<file path="config.mk">
export PLATFORM = sky130hd
export DESIGN_NAME = cache_controller_flat
export DESIGN_NICKNAME = d
export VERILOG_FILES = /design/src/rtl/cache_pkg.sv /design/src/rtl/cache_controller_if.sv /design/src/rtl/cache_controller_free_slot_finder.sv /design/src/rtl/cache_controller.sv /design/src/flat_wrapper.sv
export SDC_FILE = /design/constraint.sdc
export NUM_CORES = 1
export LEC_CHECK = 0
export CAP_MARGIN = 20
export CORE_AREA = 2 2 150 152
export CTS_BUF_LIST = sky130_fd_sc_hd__clkbuf_4 sky130_fd_sc_hd__clkbuf_8
export DETAILED_ROUTE_END_ITERATION = 8
export DIE_AREA = 0 0 152 154
export GPL_TIMING_DRIVEN = 0
export PLACE_DENSITY_LB_ADDON = 0.12
export SLEW_MARGIN = 40
export SYNTH_ARGS = -nofsm -noshare
export SYNTH_HDL_FRONTEND = slang
export SYNTH_SLANG_ARGS = --single-unit
export TNS_END_PERCENT = 100
</file>
<file path="constraint.sdc">
create_clock -name clk -period 7.3 [get_ports clk]
set_clock_uncertainty 0.1 [all_clocks]
set_input_delay 1.095 -clock clk [delete_from_list [all_inputs] [get_ports clk]]
set_output_delay 1.095 -clock clk [all_outputs]
set_load 0.02 [all_outputs]
</file>
<file path="src/rtl/cache_pkg.sv">
// Shared types for the cache request sequencer: opcodes, response status
// codes and controller states.
package cache_pkg;

    typedef enum logic [1:0] {
        OP_GET  = 2'b00,
        OP_PUT  = 2'b01,
        OP_DEL  = 2'b10,
        OP_RSVD = 2'b11
    } op_e;

    typedef enum logic [1:0] {
        ST_OK   = 2'b00,
        ST_MISS = 2'b01,
        ST_FULL = 2'b10,
        ST_ERR  = 2'b11
    } status_e;

    typedef enum logic [2:0] {
        S_IDLE,
        S_LOOKUP,
        S_WRITE,
        S_DELETE,
        S_RESPOND
    } ctrl_state_e;

    localparam logic [1:0] STATUS_OK   = 2'b00;
    localparam logic [1:0] STATUS_MISS = 2'b01;
    localparam logic [1:0] STATUS_FULL = 2'b10;
    localparam logic [1:0] STATUS_ERR  = 2'b11;

endpackage

</file>
<file path="src/rtl/cache_controller_if.sv">
// Command/response handshake between the protocol decoder (master) and the
// cache controller (slave).
interface cache_controller_if #(
    parameter int KEY_WIDTH   = 16,
    parameter int VALUE_WIDTH = 64
);
    logic                   req_valid;
    logic                   req_ready;
    logic [1:0]             req_op;
    logic [KEY_WIDTH-1:0]   req_key;
    logic [VALUE_WIDTH-1:0] req_value;
    logic                   resp_valid;
    logic                   resp_ready;
    logic [1:0]             resp_status;
    logic [VALUE_WIDTH-1:0] resp_value;

    modport master (
        output req_valid, req_op, req_key, req_value, resp_ready,
        input  req_ready, resp_valid, resp_status, resp_value
    );

    modport slave (
        input  req_valid, req_op, req_key, req_value, resp_ready,
        output req_ready, resp_valid, resp_status, resp_value
    );
endinterface

</file>
<file path="src/rtl/cache_controller_free_slot_finder.sv">
// Lowest-numbered free entry of the used vector, one-hot, plus an
// all-entries-used flag.
module free_slot_finder #(
    parameter int NUM_ENTRIES = 16
) (
    input  logic [NUM_ENTRIES-1:0] used,
    output logic [NUM_ENTRIES-1:0] free_slot,
    output logic                   full
);
    always_comb begin
        free_slot = '0;
        // Scan high to low so the lowest free index is the last one written.
        for (int i = NUM_ENTRIES - 1; i >= 0; i--) begin
            if (!used[i]) begin
                free_slot    = '0;
                free_slot[i] = 1'b1;
            end
        end
        full = &used;
    end
endmodule

</file>
<file path="src/rtl/cache_controller.sv">
// One-command-at-a-time sequencer in front of memory_block: lookup, then an
// optional write/delete strobe, then a held response.
module cache_controller
    import cache_pkg::*;
#(
    parameter int NUM_ENTRIES = 16,
    parameter int KEY_WIDTH   = 16,
    parameter int VALUE_WIDTH = 64,
    parameter int CNT_WIDTH   = 16
) (
    input  logic                   clk,
    input  logic                   rst,
    cache_controller_if.slave      bus,
    output logic                   mem_write,
    output logic                   mem_select_by_index,
    output logic                   mem_delete,
    output logic [KEY_WIDTH-1:0]   mem_key,
    output logic [VALUE_WIDTH-1:0] mem_value,
    output logic [NUM_ENTRIES-1:0] mem_index,
    input  logic [VALUE_WIDTH-1:0] mem_value_out,
    input  logic [NUM_ENTRIES-1:0] mem_index_out,
    input  logic                   mem_hit,
    input  logic [NUM_ENTRIES-1:0] mem_used_entries,
    output logic [CNT_WIDTH-1:0]   hit_count,
    output logic [CNT_WIDTH-1:0]   miss_count
);
    ctrl_state_e            state;
    op_e                    op_q;
    logic [KEY_WIDTH-1:0]   key_q;
    logic [VALUE_WIDTH-1:0] value_q;
    logic [NUM_ENTRIES-1:0] free_slot;
    logic                   full;

    free_slot_finder #(.NUM_ENTRIES(NUM_ENTRIES)) u_free (
        .used      (mem_used_entries),
        .free_slot (free_slot),
        .full      (full)
    );

    assign mem_select_by_index = 1'b0;
    assign mem_key             = key_q;
    assign mem_value           = value_q;

    // Strobes and index are flops set on entry to WRITE/DELETE, so the
    // per-cell delete reset never sees a combinational glitch.
    always_ff @(posedge clk or posedge rst) begin
        if (rst) begin
            state           <= S_IDLE;
            op_q            <= OP_GET;
            key_q           <= '0;
            value_q         <= '0;
            mem_write       <= 1'b0;
            mem_delete      <= 1'b0;
            mem_index       <= '0;
            bus.req_ready   <= 1'b1;
            bus.resp_valid  <= 1'b0;
            bus.resp_status <= STATUS_OK;
            bus.resp_value  <= '0;
            hit_count       <= '0;
            miss_count      <= '0;
        end else begin
            mem_write  <= 1'b0;
            mem_delete <= 1'b0;
            mem_index  <= '0;
            case (state)
                S_IDLE: begin
                    if (bus.req_valid) begin
                        op_q          <= op_e'(bus.req_op);
                        key_q         <= bus.req_key;
                        value_q       <= bus.req_value;
                        bus.req_ready <= 1'b0;
                        state         <= S_LOOKUP;
                    end
                end
                S_LOOKUP: begin
                    if (op_q == OP_RSVD || key_q == '0) begin
                        bus.resp_status <= STATUS_ERR;
                        bus.resp_value  <= '0;
                        bus.resp_valid  <= 1'b1;
                        state           <= S_RESPOND;
                    end else if (op_q == OP_GET) begin
                        bus.resp_valid <= 1'b1;
                        state          <= S_RESPOND;
                        if (mem_hit) begin
                            bus.resp_status <= STATUS_OK;
                            bus.resp_value  <= mem_value_out;
                            if (hit_count != '1) hit_count <= hit_count + 1'b1;
                        end else begin
                            bus.resp_status <= STATUS_MISS;
                            bus.resp_value  <= '0;
                            if (miss_count != '1) miss_count <= miss_count + 1'b1;
                        end
                    end else if (op_q == OP_PUT) begin
                        if (mem_hit || !full) begin
                            mem_write <= 1'b1;
                            mem_index <= mem_hit ? mem_index_out : free_slot;
                            state     <= S_WRITE;
                        end else begin
                            bus.resp_status <= STATUS_FULL;
                            bus.resp_value  <= '0;
                            bus.resp_valid  <= 1'b1;
                            state           <= S_RESPOND;
                        end
                    end else begin
                        if (mem_hit) begin
                            mem_delete <= 1'b1;
                            mem_index  <= mem_index_out;
                            state      <= S_DELETE;
                        end else begin
                            bus.resp_status <= STATUS_MISS;
                            bus.resp_value  <= '0;
                            bus.resp_valid  <= 1'b1;
                            state           <= S_RESPOND;
                        end
                    end
                end
                S_WRITE, S_DELETE: begin
                    bus.resp_status <= STATUS_OK;
                    bus.resp_value  <= '0;
                    bus.resp_valid  <= 1'b1;
                    state           <= S_RESPOND;
                end
                S_RESPOND: begin
                    if (bus.resp_ready) begin
                        bus.resp_valid  <= 1'b0;
                        bus.resp_status <= STATUS_OK;
                        bus.resp_value  <= '0;
                        bus.req_ready   <= 1'b1;
                        state           <= S_IDLE;
                    end
                end
                default: begin
                    bus.req_ready  <= 1'b1;
                    bus.resp_valid <= 1'b0;
                    state          <= S_IDLE;
                end
            endcase
        end
    end
endmodule

</file>
<file path="src/flat_wrapper.sv">
// flat-port wrapper written by rule: the top's interface ports become plain ports
module cache_controller_flat import cache_pkg::*;
#(
    parameter int NUM_ENTRIES = 16,
    parameter int KEY_WIDTH   = 16,
    parameter int VALUE_WIDTH = 64,
    parameter int CNT_WIDTH   = 16
)
  (clk, rst, mem_write, mem_select_by_index, mem_delete, mem_key, mem_value, mem_index, mem_value_out, mem_index_out, mem_hit, mem_used_entries, hit_count, miss_count, bus_req_valid, bus_req_op, bus_req_key, bus_req_value, bus_resp_ready, bus_req_ready, bus_resp_valid, bus_resp_status, bus_resp_value);
  cache_controller_if #(.KEY_WIDTH(KEY_WIDTH), .VALUE_WIDTH(VALUE_WIDTH)) bus_i ();
  input  logic clk;
  input  logic rst;
  output logic mem_write;
  output logic mem_select_by_index;
  output logic mem_delete;
  output logic [KEY_WIDTH-1:0] mem_key;
  output logic [VALUE_WIDTH-1:0] mem_value;
  output logic [NUM_ENTRIES-1:0] mem_index;
  input  logic [VALUE_WIDTH-1:0] mem_value_out;
  input  logic [NUM_ENTRIES-1:0] mem_index_out;
  input  logic mem_hit;
  input  logic [NUM_ENTRIES-1:0] mem_used_entries;
  output logic [CNT_WIDTH-1:0] hit_count;
  output logic [CNT_WIDTH-1:0] miss_count;
  input wire logic [$bits(bus_i.req_valid)-1:0] bus_req_valid;
  input wire logic [$bits(bus_i.req_op)-1:0] bus_req_op;
  input wire logic [$bits(bus_i.req_key)-1:0] bus_req_key;
  input wire logic [$bits(bus_i.req_value)-1:0] bus_req_value;
  input wire logic [$bits(bus_i.resp_ready)-1:0] bus_resp_ready;
  output wire logic [$bits(bus_i.req_ready)-1:0] bus_req_ready;
  output wire logic [$bits(bus_i.resp_valid)-1:0] bus_resp_valid;
  output wire logic [$bits(bus_i.resp_status)-1:0] bus_resp_status;
  output wire logic [$bits(bus_i.resp_value)-1:0] bus_resp_value;
  assign bus_i.req_valid = bus_req_valid;
  assign bus_i.req_op = bus_req_op;
  assign bus_i.req_key = bus_req_key;
  assign bus_i.req_value = bus_req_value;
  assign bus_i.resp_ready = bus_resp_ready;
  assign bus_req_ready = bus_i.req_ready;
  assign bus_resp_valid = bus_i.resp_valid;
  assign bus_resp_status = bus_i.resp_status;
  assign bus_resp_value = bus_i.resp_value;
  cache_controller #(.NUM_ENTRIES(NUM_ENTRIES), .KEY_WIDTH(KEY_WIDTH), .VALUE_WIDTH(VALUE_WIDTH), .CNT_WIDTH(CNT_WIDTH)) u_core (.clk(clk), .rst(rst), .bus(bus_i), .mem_write(mem_write), .mem_select_by_index(mem_select_by_index), .mem_delete(mem_delete), .mem_key(mem_key), .mem_value(mem_value), .mem_index(mem_index), .mem_value_out(mem_value_out), .mem_index_out(mem_index_out), .mem_hit(mem_hit), .mem_used_entries(mem_used_entries), .hit_count(hit_count), .miss_count(miss_count));
endmodule
</file>
==> impl_metrics.ini, run 1 <==
[sta]
min_period_ns = 2.90
max-slew-margin-rel_pct = 47.9
timing.hold.ws_ns = 0.371
setup_viol = 0
min_period_over_period_pct = 39.7
finalHoldViolCount = 0
worst_pin_slew_ns = 0.780
max_freq_mhz = 345
rsz0062_at_grt = false
finalMaxSlewViolations = 0

[cells_and_area]
finalNetCount = 1203
drive_gt1_share_pct = 18.1
num_antenna_cells = 0
final_util_pct = 60.6
syn_to_final_growth_pct = 61.0
fillers = 1757

[clock_tree]
hold_buffers = 0
cts_root_buffer = clkbuf_8
clkLatencyLatePin_ns = 0.53
post_cts_resized = 0
postCtsSetupRepairBufs = 0
numCtsBuffers = 38
cts_max_level = 2
clkSinkCount = 203
tritoncts = done
clock_path_buffers = 3
clk_pin_slew_ns = 0.06

[flow_run]
maxCapViolCount = 0

[synthesis]
synth_top_family_by_area = multiplexers
synth_compound_area_share_pct = 9.27
synth_edf_count = 0
netlist_instances = 595
avgSynthCellArea_um2 = 13.7
ys_types = 55
syn_area_um2 = 8170
synthAdderAreaFrac_pct = 0.306
ys_seq_area_share_pct = 62.2
synthSimpleGateAreaFrac_pct = 10.3
yosys_warnings = 0
synth-main-ff-cell = dfrtp_1
synth_mux_area_share_pct = 11.6
synthArstFlopShare_pct = 100
ys_ff_latch = 203
synth_nets = 780
synthXorXnorAreaFrac_pct = 3.22

[global_routing]
antenna_found_initial = 0
grt_pass1_vias = 6642
grtUsageMet3_pct = 5.89
grt_overflow = 0
met1_usage_pct = 24.7
grt_pass1_wl_mm = 37.6
grt.busiest_layer = met2
use_met2_pct = 34.0
grt_max_degree = 75
grt_usage_pct = 20.3

[die]
dieArea_um2 = 23400
core-area_um2 = 21700
num_io_pins = 382
initial_utilization_pct = 37.7
rows = 54
die_x_um = 152
dieHeight_um = 154

[placement]
numPortBuffers = 380
dpl.hpwl_mm = 18.1
place.gp.congestion = 0.778

[critical_path]
crit_type = register to primary output
worstPathBufferInverterCount = 1
cp_data_required_time_ns = 6.11
crit_path_cell_trace = clkdlybuf4s50_1
crit_start = u_core.bus.req_ready
crit_path_end_kind = primary output
crit_family = buffers and inverters
critPathMaxStageDelay_ns = 0.65
startpoint_type = register
r2r-start = u_core.mem_key[12]
worst_ep_arrival_time_ns = 1.70
slowest_stage = clkdlybuf4s50_1
critPathMaxFanout = 3

[pwr]
pwr-share-comb_pct = 44.1
p_seq_share_pct = 34.3
swShare_pct = 34.9
p_leak_uw = 0.00562
switchingPower_uw = 1770
vdd_drop_max_mv = 0.232
power_density_nw_per_um2 = 384
pwr-share-clk_pct = 21.5
intPower_uw = 3290

[worst_hold_path]
hp-start = u_core.bus.req_ready
worstHoldPathType = register to register

[drt]
routed_wl_mm = 24.2
drt.antenna.violating_nets = 0
viasPerCell = 4.84
num_vias = 6366
drt-initial-drc-count = 326
drc_errors = 0
post_drt_wl_per_cell_um = 18.4
firstDrtPassIters = 4

[run_status]
status = complete, no violations
-- stage by stage --
step	cell area [um^2]	TNS, ns	power [uW]	setup slack, ns	cells
finish	13100	0	5050	4.40	1316
global route	13100	0	5330	4.32	1316
CTS	13100	0	5130	4.39	1316
detailed placement	12400	0	4010	3.90	1258
global placement	12300	-501.60	3980	-2.50	1255
floorplan	8170	0	2910	0.568	595
-- flip-flops by register name, indices dropped and copies added, names as in the netlist --
| signal | flops |
|---|---|
| u_core.miss_count | 16 |
| u_core.state | 3 |
| u_core.mem_value | 64 |
| u_core.bus.req_ready | 1 |
| u_core.bus.resp_status | 2 |
| u_core.mem_write | 1 |
| u_core.op_q | 2 |
| u_core.hit_count | 16 |
| u_core.bus.resp_valid | 1 |
| u_core.bus.resp_value | 64 |
| u_core.mem_delete | 1 |
| u_core.mem_index | 16 |
| u_core.mem_key | 16 |
-- cell usage in the layout (no fill, tap or decap), drive strengths merged, types with 7 or more instances in the layout --
master	Yosys	final
xor2	15	15
nand2b	7	7
a22o	64	64
nand4	13	13
dfrtp	202	202
o21ai	9	9
a21oi	7	7
nand2	31	31
inv	8	8
clkdlybuf4s50	0	380
nor3	11	11
mux2	84	84
o31ai	7	7
nor2	29	29
nand3	20	20
nor4	7	7
clkbuf	4	61
buf	25	28
xnor2	15	15
-- power by group through the flow --
stage	clock, uW	combinational, uW	sequential [uW]
floorplan	0	725	2190
global placement	0	2240	1740
detailed placement	0	2260	1750
CTS	1130	2260	1740
global route	1170	2360	1790
finish	1090	2230	1740
-- cell type report --
cell class	instances	area (um^2)	share of cell area [%]
flip-flops and latches	203	5080	38.7
repair buffers	383	3890	29.6
multi-input cells	355	2840	21.6
clock buffers	57	728	5.54
well taps	280	350	2.66
plain buffers	29	220	1.68
inverters	8	37.5	0.286
clock inverters	1	7.51	0.0571
-- routing by layer --
layer	vias to the layer above	share of wire [%]
li1	3002	-
met1	3105	40
met2	209	51
met3	50	6.1
met4	0	3.2
met5	-	0
-- worst paths after layout --
path	to	cells after the start	slack [ns]
setup / recovery	bus_req_ready	1	4.40
hold / removal	u_core.bus.req_ready	2	0.37
setup reg to reg	u_core.bus.resp_value[29]	7	4.98
hold reg to reg	u_core.bus.req_ready	2	0.37
max in group asynchronous	u_core.bus.req_ready	4	5.35
min in group asynchronous	u_core.miss_count[15]	2	0.81
-- synth_stat cells, types with 2 or more instances --
library cell,instances,share of area (%)
a21oi_1,7,0.43
a22o_1,64,6.9
a2bb2oi_1,2,0.21
and3_1,4,0.31
and4_1,4,0.43
buf_2,8,0.49
buf_4,7,0.64
buf_6,10,1.4
clkbuf_1,4,0.18
dfrtp_1,202,62
ha_1,2,0.31
inv_1,8,0.37
mux2_2,83,11
nand2_1,31,1.4
nand2b_1,6,0.46
nand3_1,20,1.2
nand4_1,12,0.92
nand4b_1,2,0.21
nor2_1,27,1.2
nor3_1,9,0.55
nor3_2,2,0.25
nor3b_1,3,0.28
nor4_1,5,0.38
o21ai_0,8,0.49
o2bb2ai_1,2,0.21
o31ai_1,6,0.55
xnor2_1,15,1.6
xor2_1,15,1.6
-- cells by family (layout without fill, tap and decap cells) --
group	after synthesis	after routing
compound gates	94	94
xor+xnor	30	30
fa+ha+maj	2	2
buf+inv	37	478
flops	203	203
mux	84	84
other cells	1	1
simple gates	144	144
Note: power is estimated with default switching activity, not from simulation.
==> inputs of run 2 (changes only) <==
--- a/config.mk
+++ b/config.mk
@@ -6,10 +6,11 @@
 export NUM_CORES = 1
 export LEC_CHECK = 0
 export CAP_MARGIN = 20
-export CORE_AREA = 2 2 150 152
+export CORE_ASPECT_RATIO = 0.8
+export CORE_MARGIN = 2
+export CORE_UTILIZATION = 38
 export CTS_BUF_LIST = sky130_fd_sc_hd__clkbuf_4 sky130_fd_sc_hd__clkbuf_8
 export DETAILED_ROUTE_END_ITERATION = 8
-export DIE_AREA = 0 0 152 154
 export GPL_TIMING_DRIVEN = 0
 export PLACE_DENSITY_LB_ADDON = 0.12
 export SLEW_MARGIN = 40
==> constraint.sdc (replaced) <==
create_clock -name clk -period 2.6 [get_ports clk]
set_clock_uncertainty 0.1 [all_clocks]
set_input_delay 0.39 -clock clk [delete_from_list [all_inputs] [get_ports clk]]
set_output_delay 0.39 -clock clk [all_outputs]
set_load 0.02 [all_outputs]
==> run 2 against run 1 <==
  * Count of clock-buffer cells in the layout up 3
  * Worst hold slack got worse by 0.026 ns
  * Combinational power rose to 2.8 times the previous value
  * Sequential cell count did not move
  * Die area shrank 3.1%
  * Wire length up 1.0%
  * Non-clock buffer count is 8 higher
==> impl_metrics.ini, run 2 (synthesis gave the netlist of run 1 again) <==
[pwr]
intPower_uw = 9260
power.total_uw = 14200
p_seq_share_pct = 34.3
vdd_drop_max_mv = 0.684
swShare_pct = 34.9
switchingPower_uw = 4960
p_leak_uw = 0.00572
pwr-share-comb_pct = 44.3
power_density_nw_per_um2 = 1070
pwr-share-clk_pct = 21.3

[die]
dieArea_um2 = 22700
rows = 47
dieHeight_um = 135
initial_utilization_pct = 39.1
num_io_pins = 382
core-area_um2 = 20900
die_x_um = 168

[cells_and_area]
layout_commonest_cell = clkdlybuf4s50_1
finalNetCount = 1208
syn_to_final_growth_pct = 63.2
final_cell_mix = clkdlybuf4s50_1 (380), dfrtp_1 (202), mux2_2 (83)
drive_gt1_share_pct = 19.0
num_antenna_cells = 0
final_util_pct = 63.9

[sta]
max_freq_mhz = 423
finalMaxSlewViolations = 0
worst_pin_slew_ns = 0.776
setup_viol = 0
max-slew-margin-rel_pct = 48.2
min_period_ns = 2.36
finalHoldViolCount = 0
min_period_over_period_pct = 90.9
rsz0062_at_grt = false

[critical_path]
crit_path_end_kind = register
crit_type = register to register
rr_worst_depth = 7
startpoint_type = register
worst_ep_arrival_time_ns = 2.64
cp_data_required_time_ns = 2.88
critPathMaxFanout = 10

[placement]
numPortBuffers = 380
dpl.hpwl_mm = 18.8
place.gp.congestion = 0.764

[drt]
drc_errors = 0
routed_wl_mm = 24.4
viasPerCell = 4.88
drt-initial-drc-count = 328
firstDrtPassIters = 4
num_vias = 6432
post_drt_wl_per_cell_um = 18.5
drt.antenna.violating_nets = 0

[clock_tree]
clk_pin_slew_ns = 0.06
numCtsBuffers = 35
cts_root_buffer = clkbuf_8
clkLatencyLatePin_ns = 0.50
clock_path_buffers = 3
clkSinkCount = 203
cts_max_level = 2
tritoncts = done

[global_routing]
grt_usage_pct = 21.4
grt_pass1_wl_mm = 38.2
grt_overflow = 0
grt_max_degree = 25
grt_pass1_vias = 6822
antenna_found_initial = 0

[flow_run]
maxCapViolCount = 0

[run_status]
status = complete, no violations

[worst_hold_path]
worstHoldPathCells = 3
worstHoldPathType = input pin to register
## run 2: cell count changes in the layout (fill, tap and decap cells not counted)
cell | previous run | this run
nor4_1 | 5 | 4
inv_8 | 1 | 0
nor4b_2 | 1 | 0
buf_12 | 0 | 3
clkbuf_8 | 48 | 45
dlygate4sd3_1 | 0 | 1
buf_16 | 3 | 7
nor4b_4 | 0 | 1
nor4_2 | 1 | 2
clkinv_2 | 0 | 2
clkbuf_4 | 9 | 15
## run 2: power by group through the flow
stage | clock network [uW] | logic [uW] | registers (uW)
finish | 3030 | 6310 | 4880
global route | 3260 | 6680 | 5030
CTS | 3130 | 6380 | 4880
detailed placement | 0 | 6370 | 4910
global placement | 0 | 6260 | 4880
floorplan | 0 | 2030 | 6150
## run 2: worst paths after layout
| path | start | to | slack, ns |
|---|---|---|---|
| setup / recovery | u_core.mem_key[1] | u_core.bus.resp_value[29] | 0.24 |
| hold / removal | mem_index_out[3] | u_core.mem_index[3] | 0.34 |
| setup reg to reg | u_core.mem_key[1] | u_core.bus.resp_value[29] | 0.24 |
| hold reg to reg | u_core.bus.req_ready | u_core.bus.req_ready | 0.37 |
| max in group asynchronous | rst | u_core.bus.resp_value[35] | 0.94 |
| min in group asynchronous | rst | u_core.mem_value[16] | 0.56 |
## run 2: cell type report
cell class | count | area, um^2
timing repair buffer | 391 | 4070
clock buffer | 60 | 732
clock inverter | 2 | 10.0
buffer | 29 | 220
multi-input combinational | 355 | 2850
inverter | 8 | 33.8
tap | 269 | 337
fill | 1650 | 7550
sequential | 203 | 5080
## run 2: per-stage QoR
step,area (um^2),hold WS (ns),cells,setup slack [ns],setup TNS (ns)
detailed placement,12600,0.367,1254,-0.209,-9.26
global placement,12300,0.360,1244,-2.28,-466.11
global route,13300,0.329,1317,0.0679,0
floorplan,8170,0.386,595,-0.519,-104.94
CTS,13300,0.312,1317,0.166,0
finish,13300,0.345,1317,0.238,0
## run 2: per-layer routing
metal / global-route usage (%) / part of all wire, % / vias to the layer above
met4: 5.51 / 2.0 / 0
met5: 0 / 0 / -
met3: 5.80 / 7.0 / 45
met1: 27.5 / 42 / 3131
li1: - / - / 3018
met2: 36.3 / 49 / 238
## run 2: worst max-delay path, stage by stage (launching register included)
cell and delay, ns:
dfrtp_1 0.40, nor4_2 0.32, and4_1 0.33, buf_2 0.30, nor3b_1 0.11, buf_4 0.18, clkbuf_1 0.24, a22o_1 0.25
## run 2: what timing repair did
| item | in CTS | in global routing |
|---|---|---|
| endpoints found under the hold margin | 1 | 0 |
| setup buffers | 0 | 0 |
| hold buffers | 1 | 0 |
| gates resized for setup | 0 | 1 |
| setup endpoints to repair | 0 | 20 |
==> inputs of run 3 (changes only) <==
--- a/config.mk
+++ b/config.mk
@@ -13,6 +13,7 @@
 export DETAILED_ROUTE_END_ITERATION = 8
 export GPL_TIMING_DRIVEN = 0
 export PLACE_DENSITY_LB_ADDON = 0.12
+export SKIP_CTS_REPAIR_TIMING = 1
 export SLEW_MARGIN = 40
 export SYNTH_ARGS = -nofsm -noshare
 export SYNTH_HDL_FRONTEND = slang
==> results of run 3 <==
Same layout as run 2: the final DEF is identical, and so are final timing and power.
Main changes from that run: via count of the first global-routing pass 6822 -> 6816
